<file path="src/rtl/rop_pkg.sv">
// Shared definitions for the ROP write combiner.
//   state_t       : combiner FSM states (EMPTY, FILL, FLUSH)
//   beat_shift()  : log2 of the beat size in bytes
//   line_shift()  : log2 of the line size in bytes
//   params_legal(): elaboration-time sanity check of the top-level parameters
package rop_pkg;

    typedef enum logic [1:0] {
        EMPTY = 2'd0,
        FILL  = 2'd1,
        FLUSH = 2'd2
    } state_t;

    function automatic int beat_shift(input int data_width);
        return $clog2(data_width / 8);
    endfunction

    function automatic int line_shift(input int data_width, input int beats_per_line);
        return beat_shift(data_width) + $clog2(beats_per_line);
    endfunction

    function automatic bit is_pow2(input int v);
        return (v > 0) && ((v & (v - 1)) == 0);
    endfunction

    function automatic bit params_legal(input int data_width, input int addr_width,
                                        input int beats_per_line, input int timeout);
        return is_pow2(data_width) && (data_width >= 8) &&
               is_pow2(beats_per_line) && (beats_per_line >= 2) &&
               (timeout >= 1) &&
               (addr_width > line_shift(data_width, beats_per_line));
    endfunction

endpackage

</file>
<file path="src/rtl/rop_idle_timer.sv">
// Idle counter for the write combiner.
//   clk, rst : clock, asynchronous active-high reset
//   clear    : restart counting from zero (a beat was accepted / fresh line)
//   inc      : one idle cycle elapsed
//   expired  : count has reached TIMEOUT-1; the next idle edge is the timeout
module rop_idle_timer #(
    parameter int TIMEOUT = 16
) (
    input  logic clk,
    input  logic rst,
    input  logic clear,
    input  logic inc,
    output logic expired
);

    localparam int CNT_W = $clog2(TIMEOUT + 1);
    localparam logic [CNT_W-1:0] LAST = CNT_W'(TIMEOUT - 1);
    localparam logic [CNT_W-1:0] MAX  = CNT_W'(TIMEOUT);

    logic [CNT_W-1:0] count;

    // Saturate rather than wrap so a stray increment can never re-arm the timeout.
    always_ff @(posedge clk or posedge rst) begin
        if (rst) begin
            count <= '0;
        end else if (clear) begin
            count <= '0;
        end else if (inc && (count != MAX)) begin
            count <= count + CNT_W'(1);
        end
    end

    assign expired = (count == LAST);

endmodule

</file>
<file path="src/rtl/rop_write_combiner.sv">
// Write combiner behind the MRT write arbiter: merges single-beat colour writes
// hitting the same line into one line-wide burst with per-beat enables.
//   clk, rst            : clock, asynchronous active-high reset
//   in_valid/in_ready   : beat handshake; in_data, in_addr (byte address)
//   out_valid/out_ready : burst handshake; out_addr (line aligned),
//                         out_data (beat k at k*DATA_WIDTH), out_beat_en
//   flush_req           : drain everything buffered
//   flush_done          : one-cycle pulse once the drain has completed
module rop_write_combiner
    import rop_pkg::*;
#(
    parameter int DATA_WIDTH     = 128,
    parameter int ADDR_WIDTH     = 32,
    parameter int BEATS_PER_LINE = 4,
    parameter int TIMEOUT        = 16
) (
    input  logic                                 clk,
    input  logic                                 rst,
    input  logic                                 in_valid,
    output logic                                 in_ready,
    input  logic [DATA_WIDTH-1:0]                in_data,
    input  logic [ADDR_WIDTH-1:0]                in_addr,
    output logic                                 out_valid,
    input  logic                                 out_ready,
    output logic [ADDR_WIDTH-1:0]                out_addr,
    output logic [BEATS_PER_LINE*DATA_WIDTH-1:0] out_data,
    output logic [BEATS_PER_LINE-1:0]            out_beat_en,
    input  logic                                 flush_req,
    output logic                                 flush_done
);

    localparam int BEAT_SHIFT = beat_shift(DATA_WIDTH);
    localparam int LINE_SHIFT = line_shift(DATA_WIDTH, BEATS_PER_LINE);
    localparam int IDX_W      = $clog2(BEATS_PER_LINE);
    localparam int TAG_W      = ADDR_WIDTH - LINE_SHIFT;

    if (!params_legal(DATA_WIDTH, ADDR_WIDTH, BEATS_PER_LINE, TIMEOUT)) begin : g_bad_params
        $error("rop_write_combiner: illegal parameter combination");
    end

    state_t                           state;
    logic [TAG_W-1:0]                 line_tag;
    logic [BEATS_PER_LINE*DATA_WIDTH-1:0] line_data;
    logic [BEATS_PER_LINE-1:0]        line_en;
    logic                             hold_valid;
    logic [TAG_W-1:0]                 hold_tag;
    logic [IDX_W-1:0]                 hold_idx;
    logic [DATA_WIDTH-1:0]            hold_data;
    logic                             flush_pend;

    logic [TAG_W-1:0]                 in_tag;
    logic [IDX_W-1:0]                 in_idx;
    logic [BEATS_PER_LINE-1:0]        in_onehot;
    logic [BEATS_PER_LINE-1:0]        hold_onehot;
    logic [BEATS_PER_LINE-1:0]        hit_en;
    logic                             accept;
    logic                             tag_hit;
    logic                             expired;
    logic                             timer_clear;
    logic                             timer_inc;
    logic                             addr_unused;

    assign in_tag      = in_addr[ADDR_WIDTH-1:LINE_SHIFT];
    assign in_idx      = in_addr[LINE_SHIFT-1:BEAT_SHIFT];
    assign addr_unused = ^in_addr[BEAT_SHIFT-1:0];
    assign in_onehot   = {{(BEATS_PER_LINE-1){1'b0}}, 1'b1} << in_idx;
    assign hold_onehot = {{(BEATS_PER_LINE-1){1'b0}}, 1'b1} << hold_idx;
    assign hit_en      = line_en | in_onehot;
    assign tag_hit     = (in_tag == line_tag);

    // Decoded from registers only so the arbiter never sees a combinational
    // path from its own valid/address back into ready.
    assign in_ready = ((state == EMPTY) || (state == FILL)) && !flush_pend;
    assign accept   = in_valid && in_ready;

    // A held beat re-enters as a fresh line, so it restarts the idle window.
    assign timer_clear = accept || ((state == FLUSH) && out_ready && hold_valid);
    assign timer_inc   = (state == FILL) && !accept;

    rop_idle_timer #(
        .TIMEOUT (TIMEOUT)
    ) u_idle_timer (
        .clk     (clk),
        .rst     (rst),
        .clear   (timer_clear),
        .inc     (timer_inc),
        .expired (expired)
    );

    assign out_addr    = {line_tag, {LINE_SHIFT{1'b0}}};
    assign out_data    = line_data;
    assign out_beat_en = line_en;

    always_ff @(posedge clk or posedge rst) begin
        if (rst) begin
            state      <= EMPTY;
            line_tag   <= '0;
            line_data  <= '0;
            line_en    <= '0;
            hold_valid <= 1'b0;
            hold_tag   <= '0;
            hold_idx   <= '0;
            hold_data  <= '0;
            flush_pend <= 1'b0;
            out_valid  <= 1'b0;
            flush_done <= 1'b0;
        end else begin
            flush_done <= 1'b0;
            // Clearing in EMPTY below overrides this, so a request landing on
            // the completing edge is absorbed by the drain already finishing.
            if (flush_req) begin
                flush_pend <= 1'b1;
            end

            case (state)
                EMPTY: begin
                    if (flush_pend) begin
                        flush_done <= 1'b1;
                        flush_pend <= 1'b0;
                    end
                    if (accept) begin
                        line_tag <= in_tag;
                        line_en  <= in_onehot;
                        for (int k = 0; k < BEATS_PER_LINE; k++) begin
                            if (in_idx == IDX_W'(k)) begin
                                line_data[k*DATA_WIDTH +: DATA_WIDTH] <= in_data;
                            end
                        end
                        state <= FILL;
                    end
                end

                FILL: begin
                    if (accept) begin
                        if (tag_hit) begin
                            for (int k = 0; k < BEATS_PER_LINE; k++) begin
                                if (in_idx == IDX_W'(k)) begin
                                    line_data[k*DATA_WIDTH +: DATA_WIDTH] <= in_data;
                                end
                            end
                            line_en <= hit_en;
                            if (&hit_en) begin
                                state     <= FLUSH;
                                out_valid <= 1'b1;
                            end
                        end else begin
                            hold_valid <= 1'b1;
                            hold_tag   <= in_tag;
                            hold_idx   <= in_idx;
                            hold_data  <= in_data;
                            state      <= FLUSH;
                            out_valid  <= 1'b1;
                        end
                    end else if (expired || flush_pend) begin
                        state     <= FLUSH;
                        out_valid <= 1'b1;
                    end
                end

                FLUSH: begin
                    if (out_ready) begin
                        out_valid <= 1'b0;
                        if (hold_valid) begin
                            hold_valid <= 1'b0;
                            line_tag   <= hold_tag;
                            line_en    <= hold_onehot;
                            for (int k = 0; k < BEATS_PER_LINE; k++) begin
                                if (hold_idx == IDX_W'(k)) begin
                                    line_data[k*DATA_WIDTH +: DATA_WIDTH] <= hold_data;
                                end
                            end
                            state <= FILL;
                        end else begin
                            state <= EMPTY;
                        end
                    end
                end

                default: begin
                    state     <= EMPTY;
                    out_valid <= 1'b0;
                end
            endcase
        end
    end

endmodule

</file>
<file path="config.mk">
export PLATFORM = sky130hd
export DESIGN_NAME = rop_write_combiner
export DESIGN_NICKNAME = d
export VERILOG_FILES = /design/src/rtl/rop_pkg.sv /design/src/rtl/rop_idle_timer.sv /design/src/rtl/rop_write_combiner.sv
export SDC_FILE = /design/constraint.sdc
export NUM_CORES = 1
export LEC_CHECK = 0
export ABC_CLOCK_PERIOD_IN_PS = 26400
export CAP_MARGIN = 30
export CELL_PAD_IN_SITES_DETAIL_PLACEMENT = 0
export CELL_PAD_IN_SITES_GLOBAL_PLACEMENT = 1
export CORE_ASPECT_RATIO = 1.2
export CORE_MARGIN = 3
export CORE_UTILIZATION = 35
export DETAILED_ROUTE_END_ITERATION = 8
export GPL_ROUTABILITY_DRIVEN = 0
export PLACE_DENSITY_LB_ADDON = 0.12
export SLEW_MARGIN = 20
export SYNTH_ARGS = -nofsm -noshare
export SYNTH_HDL_FRONTEND = slang
export SYNTH_SLANG_ARGS = --single-unit
</file>
<file path="constraint.sdc">
create_clock -name clk -period 26.4 [get_ports clk]
set_input_delay 6.6 -clock clk [delete_from_list [all_inputs] [get_ports clk]]
set_output_delay 6.6 -clock clk [all_outputs]
set_load 0.05 [all_outputs]
</file>
# After elaboration in Yosys (flattened, before gate mapping)
# Index checks and enable logic that the tools add are counted.
# word_totals
in_bits	165
word_cells	121
output_inout_bits	551
register_bits	709
# op_classes
bitwise	3
reduce_logical	29
n_eq_ne	23
n_mux	48
shift	2
add_sub_neg	1
# op_table
cell	n
two-way mux 512 bit	5
case mux 512 bit (3 select lines)	1
two-way mux 128 bit	8
two-way mux 26 bit	3
case mux 26 bit (2 select lines)	1
AND reduction 7 bit	4
== test 26 bit	1
two-way mux 4 bit	5
AND reduction 4 bit	5
two-way mux 1 bit	13
two-way mux 2 bit	6
inequality test 2 bit (second input constant)	6
case mux 4 bit (3 select lines)	1
== test 2 bit (second input constant)	5
two-way mux 5 bit	2
inequality test 2 x 1 -> 1 bit (second input constant)	4
<< shifter 1 x 2 -> 4 bit (first input constant)	2
== test 2 x 1 -> 1 bit (second input constant)	3
logical AND 1 bit	6
logical NOT 2 bit	3
case mux 2 bit (3 select lines)	1
AND reduction 6 bit	1
nonzero test 2 bit	3
adder 5 x 1 -> 5 bit (second input constant)	1
other kinds (12)	16

# Longest topological paths before layout
# Gate-level depths: netlist (run 1).
# logic_depth
word_depth	9
ltp_mapped	12
depth_no_buf	8

# Hierarchy
# A second synthesis (run 1) with hierarchy kept.
# unflattened
hier_cells	2469
area_unflattened_um2	28464.8
# modules_own_cells
module	area_each_um2	cells_per_inst	instances	seq_area_each_um2
rop_write_combiner	28167.0	2439	1	17616.9
rop_idle_timer	297.8	30	1	125.1

# Worst setup path before layout (run 1)
# Ideal clock, no wire load.
# synth_path
path_kind	input-to-reg
from	in in_addr[10]
to	reg line_data[276] (netlist: out_data[276])
path_slack_ps	18094
n_path_buf	3
setup_time_ps	134
required_time_ps	26266
t_arrival_ps	8172
stages	9
path_cell_list	xor2_1 nor4_1 nor3b_2 a31oi_4 buf_2 buf_4 clkbuf_1 o21ai_0 o21ai_0
# synth_between
elab_chain_cells	3
# synth_lines
item	line	source
from (decl)	rop_write_combiner.sv:22	input logic [ADDR_WIDTH-1:0] in_addr,
== test 26 bit	rop_write_combiner.sv:69	assign tag_hit = (in_tag == line_tag);
inequality test 2 bit (no source line)	-	
AND reduction 7 bit (no source line)	-	
to (signal, indexed assignment)	rop_write_combiner.sv:126	line_data[k*DATA_WIDTH +: DATA_WIDTH] <= in_data;
to (signal, indexed assignment)	rop_write_combiner.sv:138	line_data[k*DATA_WIDTH +: DATA_WIDTH] <= in_data;
to (signal, indexed assignment)	rop_write_combiner.sv:169	line_data[k*DATA_WIDTH +: DATA_WIDTH] <= hold_data;
to (decl)	rop_write_combiner.sv:43	logic [BEATS_PER_LINE*DATA_WIDTH-1:0] line_data;
# Every way passes these cells.
# A chain may end at the register's enable or synchronous reset.

# Final worst setup path (run 1)
# layout_path
from	in in_addr[22]
to	reg line_data[330] (netlist: out_data[330])
# The elaborated chain is that of the path after synthesis.

==> results of run 1 <==
[critical path: stages]
cell and delay, ns:
clkdlybuf4s50_1 0.51, xor2_1 0.30, nor4_1 0.12, nor3b_2 0.19
a31oi_4 0.30, buf_4 0.71, buf_4 0.88, o21ai_0 0.20
o21ai_0 0.16
[metal layers]
metal  routed length, um  GRT usage, %
met3                9800          8.22
met5                  41             0
met4                3330          7.95
met1               42500          30.3
met2               52400          40.5
[cells in the final DEF, fill, tap and decap left out, drive strengths merged, types with 7 or more instances in the layout]
cell	n
a21oi	35
nand3	8
nand2	11
o21ai	1025
mux2i	155
clkinv	13
xnor2	23
clkbuf	113
dfrtp	709
nor2	42
inv	9
mux2	158
clkdlybuf4s50	705
diode	9
ha	8
bufinv	7
buf	42
[sequential cells by signal, indices dropped and copies added (netlist names)]
name	count
state	2
out_data	512
hold_valid	1
hold_data	128
hold_idx	2
flush_done	1
u_idle_timer.count	5
hold_tag	26
flush_pend	1
line_tag	26
out_beat_en	4
out_valid	1
[where the power goes]
group | leakage (nW) | internal, mW | switching [mW]
Sequential | 8.90 | 1.57 | 0.263
Combinational | 5.82 | 1.01 | 2.28
Clock | 1.28 | 0.670 | 0.446
[cell families (layout without fill, tap and decap cells)]
logic type,after synthesis,count (layout),synth area share (%)
xor gates and xnor gates,29,29,0.880
AOI/OAI and AO/OA,1083,1083,20.3
and+or+nand+nor,92,92,1.56
muxes,313,313,11.5
other,1,15,0.0130
adders and majority gates,8,8,0.347
DFF,709,709,61.5
buffers and inverters,228,891,3.85
[final timing paths]
kind / cells past startpoint / slack (ns) / from / end
worst max register to register: 10 / 21.82 / state[0]$_DFFE_PP0P_ / out_data[330]$_DFFE_PP0P_
worst max-delay path: 9 / 16.79 / in_addr[22] / out_data[330]$_DFFE_PP0P_
min in group asynchronous: 3 / 6.62 / rst / out_data[120]$_DFFE_PP0P_
worst min-delay path: 2 / 0.50 / out_data[292]$_DFFE_PP0P_ / out_data[292]$_DFFE_PP0P_
worst min register to register: 2 / 0.50 / out_data[292]$_DFFE_PP0P_ / out_data[292]$_DFFE_PP0P_
max in group asynchronous: 7 / 17.70 / rst / hold_data[8]$_DFFE_PP0P_
[cells in the mapped netlist, types with 3 or more instances]
master    count
o21ai_2     100
o22ai_1       3
nor2b_1       4
dfrtp_1     709
and3_1        4
a211oi_1      5
mux2_2      158
buf_6        28
clkbuf_1    169
nor2_1       42
buf_2         9
nand4_1       6
inv_1         9
xor2_1        6
nand2_1      11
o21ai_1      40
a31oi_1       5
nor3_1        5
mux2i_1     155
o21ai_0     885
ha_1          8
xnor2_1      23
a21oi_1      35
buf_4         9
or2_1         4
nand3_1       8
[final cells by class]
cell class,instances,share of cell area [%]
Tap cell,1044,3.31
Clock buffer,113,5.83
Timing Repair Buffer,747,19.3
Sequential cell,709,45.0
Inverter,10,0.105
Clock inverter,21,0.737
Antenna cell,9,0.0571
Multi-Input combinational cell,1531,25.7
[per-stage QoR]
step / instances / hold slack [ns] / instance area (um2)
6_report: 4184 / 0.502 / 39400
5_1_grt: 4180 / 0.513 / 39400
4_1_cts: 4170 / 0.508 / 39300
3_5_place_dp: 4036 / 0.495 / 36700
3_3_place_gp: 4031 / 0.479 / 36600
2_1_floorplan: 2468 / 0.477 / 28900
==> flow_metrics.py, run 1 <==
metrics = {
    "status": {
        "status": "finished, final reports clean",
    },
    "global_route": {
        "grt_first_pass_wirelength_mm": 159,
        "antenna_found_initial": 13,
        "grt_pass1_vias": 23288,
        "grt_remaining_overflow": 0,
        "grt_max_degree": 165,
        "grt.total_usage_pct": 24.5,
    },
    "floorplan": {
        "die-area_um2": 86000,
        "core_um2": 81200,
        "fp-row-count": 114,
        "die_h_um": 321,
        "die_w_um": 268,
        "ios": 716,
        "floorplan.initialDensity_pct": 35.6,
    },
    "clocking": {
        "clk_latency_ns": 0.62,
        "cts.sinks": 709,
        "postCtsSetupBuffers": 0,
        "postCtsHoldBufs": 0,
        "htreeDepth": 3,
        "root_buffer": "clkbuf_16",
        "cts_resized": 0,
        "cts_tree": "built",
        "cts.clk_slew.worst_paths_ns": 0.06,
        "cts-buffers-inserted": 77,
        "clock_path_buffers": 3,
    },
    "layout": {
        "final.fill_count": 7175,
        "final-seq-area_um2": 17700,
        "multi_input_area_um2": 10100,
        "layout.nets": 3249,
        "syn_to_final_growth_pct": 36.5,
        "drive_gt1_share_pct": 14.0,
        "post-route-util_pct": 48.6,
    },
    "synth": {
        "synth_top_area_cell": "dfrtp_1",
        "syn_area_per_cell_um2": 11.7,
        "syn_inst": 2463,
        "synth.area.top_cells": "dfrtp_1 61%, o21ai_0 15%, mux2_2 6.2%",
        "syn_area_um2": 28900,
        "synth_edf_count": 0,
        "synth_cell_types": 46,
        "async_reset_ff_share_pct": 100,
        "synth_top_area_share_pct": 61.5,
        "yosys_most_used_dff": "dfrtp_1",
        "ys_seq_area_share_pct": 61.5,
        "yosys_warnings": 0,
        "ys_seq_elements": 709,
    },
    "worst_setup_path": {
        "cp_max_fo": 101,
        "start_kind": "input pin",
        "critPathArrivalTime_ns": 10.12,
        "path_class": "input pin to flop",
        "crit_required_ns": 26.90,
        "endpoint_kind": "flop",
    },
    "drt": {
        "drt-initial-drc-count": 1505,
        "routed_wirelength_mm": 108,
        "wire_per_inst_um": 25.8,
        "ant_nets": 0,
        "drt_pass1_iterations": 9,
        "route.vias.total": 22756,
        "drc_errors": 0,
        "viasPerCell": 5.44,
    },
    "sta": {
        "rsz0062_at_grt": "no",
        "fin_crit_sh_pct": 36.4,
        "finalHoldViolCount": 0,
        "worst_slack_ns": 16.79,
        "clock.fmax_mhz": 104,
        "slew_headroom_pct": 27.3,
        "finalClockSkew_ns": 0.0152,
        "tns_ns": 0,
        "fin_crit_ns": 9.61,
        "finalSetupViolations": 0,
        "maxSlewViolCount": 0,
        "worst_slew_pin_slew_ns": 1.09,
    },
    "hold_path": {
        "min_path_type": "flop to flop",
    },
    "flow_run": {
        "drv_cap": 0,
    },
    "placed_design": {
        "preCtsSetupSlack_ns": 16.14,
        "detailed_place_hpwl_mm": 69.6,
        "io_buffer_count": 705,
    },
    "power_and_ir_drop": {
        "p_per_area_nw_per_um2": 158,
        "total_power_mw": 6.23,
        "peakVddDrop_mv": 0.0717,
        "power.leakage_nw": 16.0,
    },
}
(Power assumes the default switching activity.)
==> run 2: changes to the inputs <==
Settings changed: ABC_CLOCK_PERIOD_IN_PS 26400 to 9200, CORE_ASPECT_RATIO 1.2 to not set, CORE_UTILIZATION 35 to 39.
Clock period 26.4 ns to 9.2 ns, I/O delays scaled along.
==> run 2 against run 1 <==
Sequential share of layout area increased by 0.097 points. First-iteration DRC count increased by 7.0%. Global-route usage increased by 2.0 points. Non-clock buffer count decreased by 5. Total power increased to 2.9 times the previous value. Utilization increased by 5.3 points. Critical path type unchanged. Cell count decreased by 1.9%. Worst hold slack got worse by 0.0098 ns.
==> flow_metrics.py, run 2 (synthesis gave the netlist of run 1 again) <==
metrics = {
    "layout": {
        "final_cell_area_um2": 39300,
        "final.fill_count": 6360,
        "layout_common_cells": "885 x o21ai_0, 709 x dfrtp_1, 705 x clkdlybuf4s50_1, 158 x mux2_2, 155 x mux2i_1",
        "syn_to_final_growth_pct": 36.2,
        "final_common_cell": "o21ai_0",
        "largest_reg_flops": 512,
        "post-route-util_pct": 53.8,
        "layout.nets": 3246,
        "drive_gt1_share_pct": 14.0,
        "stdcell_count": 4105,
    },
    "drt": {
        "route.vias.total": 22964,
        "wire_per_inst_um": 25.6,
        "viasPerCell": 5.59,
        "ant_nets": 0,
        "drt-initial-drc-count": 1611,
        "routed_wirelength_mm": 105,
        "drt_pass1_iterations": 5,
        "drc_errors": 0,
    },
    "global_route": {
        "grt_remaining_overflow": 0,
        "grtUsageMet3_pct": 8.00,
        "grt_max_degree": 251,
        "met2_usage_pct": 43.1,
        "grt.total_usage_pct": 26.6,
        "grt_pass1_vias": 23068,
        "busiest_layer": "met2",
        "met1_usage_pct": 33.0,
        "antenna_found_initial": 17,
        "grt_first_pass_wirelength_mm": 156,
    },
    "sta": {
        "rsz0062_at_grt": "no",
        "fin_crit_sh_pct": 65.8,
        "finalHoldViolCount": 0,
        "worst_slack_ns": 3.15,
        "slew_headroom_pct": 27.6,
        "clock.fmax_mhz": 165,
        "worst_slew_pin_slew_ns": 1.09,
        "maxSlewViolCount": 0,
        "finalClockSkew_ns": 0.0292,
        "finalSetupViolations": 0,
        "fin_crit_ns": 6.05,
    },
    "power_and_ir_drop": {
        "peakVddDrop_mv": 0.274,
        "p_per_area_nw_per_um2": 455,
        "total_power_mw": 17.9,
        "power.leakage_nw": 16.0,
    },
    "worst_setup_path": {
        "crit_required_ns": 9.63,
        "cp_max_fo": 250,
        "reg2reg_depth": 10,
        "start_kind": "input pin",
        "path_class": "input pin to flop",
        "endpoint_kind": "flop",
        "critPathArrivalTime_ns": 6.48,
        "critPathCapture": "out_data[378]$_DFFE_PP0P_",
        "r2r-start": "state[0]$_DFFE_PP0P_",
        "crit_start": "out_ready",
        "reg2reg_to": "out_data[378]$_DFFE_PP0P_",
        "reg2reg_slack_ns": 3.99,
    },
    "clocking": {
        "cts.clk_slew.worst_paths_ns": 0.06,
        "clk_latency_ns": 0.62,
        "postCtsHoldBufs": 0,
        "htreeDepth": 3,
        "cts_resized": 0,
        "cts-buffers-inserted": 79,
        "cts.sinks": 709,
        "cts_tree": "built",
        "postCtsSetupBuffers": 0,
        "clock_path_buffers": 3,
        "root_buffer": "clkbuf_16",
    },
    "floorplan": {
        "core_um2": 73100,
        "die_h_um": 278,
        "ios": 716,
        "floorplan.initialDensity_pct": 39.5,
        "fp-row-count": 99,
        "die_w_um": 278,
        "die-area_um2": 77300,
    },
    "hold_path": {
        "min_from": "out_data[265]$_DFFE_PP0P_",
        "min_path_type": "flop to flop",
    },
    "placed_design": {
        "io_buffer_count": 705,
        "detailed_place_hpwl_mm": 68.3,
        "preCtsSetupSlack_ns": 2.52,
        "placed_cell_area_um2": 36500,
        "dp.cells": 3947,
    },
    "flow_run": {
        "drv_cap": 0,
    },
    "status": {
        "status": "finished, final reports clean",
    },
}
[run 2: metal layers]
metal / wire length, um / vias to the layer above
met5: 88 / -
met4: 4560 / 12
met3: 8950 / 189
met2: 50700 / 862
met1: 40800 / 11864
li1: - / 10037
[run 2: final cells by class]
cell class                 count  area [um2]  area share (%)
multi-input combinational   1531       10100            25.7
sequential                   709       17700            45.1
timing repair buffer         742        7500            19.1
inverter                      10        41.3           0.105
clock buffer                 122        2400            6.10
antenna                       11        27.5          0.0700
clock inverter                21         290           0.738
tap                          959        1200            3.05
[run 2: worst max-delay path, cell delays in order]
cell             delay [ns]
clkdlybuf4s50_1        0.51
a21oi_1                0.48
nor3_1                 0.18
a31oi_4                0.20
buf_12                 0.66
or2_4                  0.80
buf_4                  0.82
o21ai_0                0.25
[run 2: how the worst min path moves through the flow]
stage,to,cells past startpoint
global placement,out_data[265]$_DFFE_PP0P_,2
global route,hold_data[21]$_DFFE_PP0P_,1
CTS,out_data[265]$_DFFE_PP0P_,2
floorplan,flush_pend$_DFF_PP0_,1
detailed placement,out_data[265]$_DFFE_PP0P_,2
finish,out_data[265]$_DFFE_PP0P_,2
[run 2: per-stage QoR]
step / TNS, ns / hold WS, ns
after floorplan: -1990.78 / 0.477
after global placement: 0 / 0.479
after detailed placement: 0 / 0.483
after CTS: 0 / 0.496
after global routing: 0 / 0.510
final: 0 / 0.492
[run 2: where the power goes]
| group | total [mW] | leakage, nW | internal (mW) | switching [mW] |
|---|---|---|---|---|
| logic | 9.42 | 5.77 | 2.88 | 6.54 |
| registers | 5.24 | 8.90 | 4.50 | 0.740 |
| clock network | 3.24 | 1.33 | 1.94 | 1.30 |
| total | 17.9 | 16.0 | 9.32 | 8.58 |
==> run 3: changes to the inputs <==
Settings changed: ABC_CLOCK_PERIOD_IN_PS 9200 to 6270.
Clock period 9.2 ns to 6.27 ns, I/O delays scaled along.
==> run 3 against run 2 <==
Clock skew is 0.0057 ns lower. Combinational power is 46% higher. Register-to-register slack got worse by 2.1 ns. Die area stayed put. Utilization shrank 0.098 points. Critical path depth unchanged. Routed wire length shrank 0.15%. Clock power up 45%. Clock-buffer cell count decreased by 6. Global-route usage barely moved. Critical path type unchanged. Largest cell class unchanged.
==> flow_metrics.py, run 3 (synthesis gave the netlist of run 1 again) <==
metrics = {
    "status": {
        "status": "finished, final reports clean",
    },
    "drt": {
        "drt_pass1_iterations": 5,
        "ant_nets": 0,
        "drc_errors": 0,
        "routed_wirelength_mm": 105,
        "viasPerCell": 5.58,
        "drt-initial-drc-count": 1625,
        "wire_per_inst_um": 25.6,
        "route.vias.total": 22895,
    },
    "sta": {
        "fin_crit_ns": 4.49,
        "finalClockSkew_ns": 0.0234,
        "fin_crit_sh_pct": 71.6,
        "rsz0062_at_grt": "no",
        "finalHoldViolCount": 0,
        "worst_slew_pin_slew_ns": 1.17,
        "clock.fmax_mhz": 223,
        "maxSlewViolCount": 0,
        "slew_headroom_pct": 21.7,
        "finalSetupViolations": 0,
    },
    "worst_setup_path": {
        "reg2reg_slack_ns": 1.92,
        "cp_max_fo": 59,
        "path_class": "input pin to flop",
        "r2r-start": "state[0]$_DFFE_PP0P_",
        "crit_required_ns": 6.72,
        "reg2reg_depth": 10,
        "start_kind": "input pin",
        "endpoint_kind": "flop",
        "reg2reg_to": "out_data[157]$_DFFE_PP0P_",
        "crit_start": "out_ready",
        "critPathArrivalTime_ns": 4.94,
        "critPathCapture": "out_data[157]$_DFFE_PP0P_",
    },
    "layout": {
        "final-seq-area_um2": 17700,
        "final.fill_count": 6372,
        "multi_input_area_um2": 10100,
        "largest_reg_flops": 512,
        "layout.nets": 3251,
        "layout_common_cells": "885 x o21ai_0, 709 x dfrtp_1, 705 x clkdlybuf4s50_1, 158 x mux2_2, 155 x mux2i_1",
        "final_common_cell": "o21ai_0",
        "syn_to_final_growth_pct": 36.0,
        "final_cell_area_um2": 39300,
        "drive_gt1_share_pct": 14.2,
    },
    "floorplan": {
        "die_h_um": 278,
        "die_w_um": 278,
        "die-area_um2": 77300,
        "core_um2": 73100,
        "ios": 716,
        "floorplan.initialDensity_pct": 39.5,
        "fp-row-count": 99,
    },
    "placed_design": {
        "placed_cell_area_um2": 36600,
        "io_buffer_count": 705,
        "detailed_place_hpwl_mm": 68.8,
    },
    "power_and_ir_drop": {
        "peakVddDrop_mv": 0.349,
        "switching_share_pct": 48.1,
        "p_switching_mw": 12.6,
        "total_power_mw": 26.2,
        "p_per_area_nw_per_um2": 668,
        "combinationalPowerShare_pct": 52.6,
        "power.share.clock_pct": 17.9,
        "p_seq_share_pct": 29.4,
        "power.leakage_nw": 16.0,
        "intPower_mw": 13.6,
    },
    "hold_path": {
        "min_path_cells": 2,
        "min_path_type": "flop to flop",
    },
    "global_route": {
        "grtUsageMet3_pct": 7.23,
        "grt_first_pass_wirelength_mm": 157,
        "met2_usage_pct": 44.1,
        "busiest_layer": "met2",
        "grt.total_usage_pct": 26.6,
        "grt_pass1_vias": 22971,
        "met1_usage_pct": 33.3,
        "antenna_found_initial": 4,
        "grt_max_degree": 155,
        "grt_remaining_overflow": 0,
    },
    "flow_run": {
        "drv_cap": 0,
    },
    "clocking": {
        "cts.clk_slew.worst_paths_ns": 0.06,
        "cts_resized": 0,
        "postCtsSetupBuffers": 0,
        "clock_path_buffers": 3,
        "cts-buffers-inserted": 81,
        "htreeDepth": 3,
        "root_buffer": "clkbuf_16",
        "cts_tree": "built",
        "postCtsHoldBufs": 0,
        "clk_latency_ns": 0.62,
        "cts.sinks": 709,
    },
}
run 3: cell types whose count changed in the layout (fill, tap and decap cells not counted), sizes merged:
cell and delta:
clkinv +4, clkbuf -6, clkinvlp +2, bufinv -1, buf +3, diode -6
inv +1
run 3: how the worst min path moves through the flow:
| stage | startpoint | end | slack, ns |
|---|---|---|---|
| after global routing | hold_data[25]$_DFFE_PP0P_ | hold_data[25]$_DFFE_PP0P_ | 0.51 |
| after detailed placement | out_data[265]$_DFFE_PP0P_ | out_data[265]$_DFFE_PP0P_ | 0.49 |
| final | out_data[265]$_DFFE_PP0P_ | out_data[265]$_DFFE_PP0P_ | 0.50 |
| after global placement | out_data[265]$_DFFE_PP0P_ | out_data[265]$_DFFE_PP0P_ | 0.48 |
| after floorplan | flush_pend$_DFF_PP0_ | flush_pend$_DFF_PP0_ | 0.48 |
| after CTS | out_data[265]$_DFFE_PP0P_ | out_data[265]$_DFFE_PP0P_ | 0.50 |
run 3: per-layer routing:
layer	wire length, um	up-vias
li1	-	10048
met1	41200	11805
met2	51100	871
met3	8590	171
met4	4090	0
met5	0	-
run 3: power by group through the flow:
| stage | clock [mW] | sequential [mW] | combinational, mW |
|---|---|---|---|
| final | 4.70 | 7.72 | 13.8 |
| after CTS | 4.80 | 7.73 | 13.8 |
| after detailed placement | 0 | 7.78 | 13.8 |
| after global placement | 0 | 7.68 | 13.7 |
| after floorplan | 0 | 12.8 | 3.67 |
| after global routing | 5.02 | 7.97 | 14.5 |
run 3: critical path: stages:
cell             delay, ns
clkdlybuf4s50_1       0.50
a21oi_1               0.42
nor3b_2               0.14
a31oi_4               0.43
buf_4                 0.39
or2_4                 0.75
buf_4                 0.47
o21ai_0               0.16
run 3: cell type report:
type,instances,share of cell area [%]
timing repair buffer,745,19.1
clock buffer,116,6.01
antenna,5,0.0319
tap,959,3.06
sequential,709,45.2
clock inverter,27,0.688
inverter,10,0.105
multi-input combinational,1531,25.8
run 3: through the flow:
stage	setup TNS, ns	worst slack (ns)	instances	hold slack (ns)	util, %
3_5_place_dp	0	1.15	3952	0.488	50.0
4_1_cts	0	1.82	4095	0.502	53.6
5_1_grt	0	1.64	4101	0.515	53.7
6_report	0	1.78	4102	0.501	53.7
3_3_place_gp	0	1.25	3951	0.479	50.0
2_1_floorplan	-3548.81	-5.01	2468	0.477	-
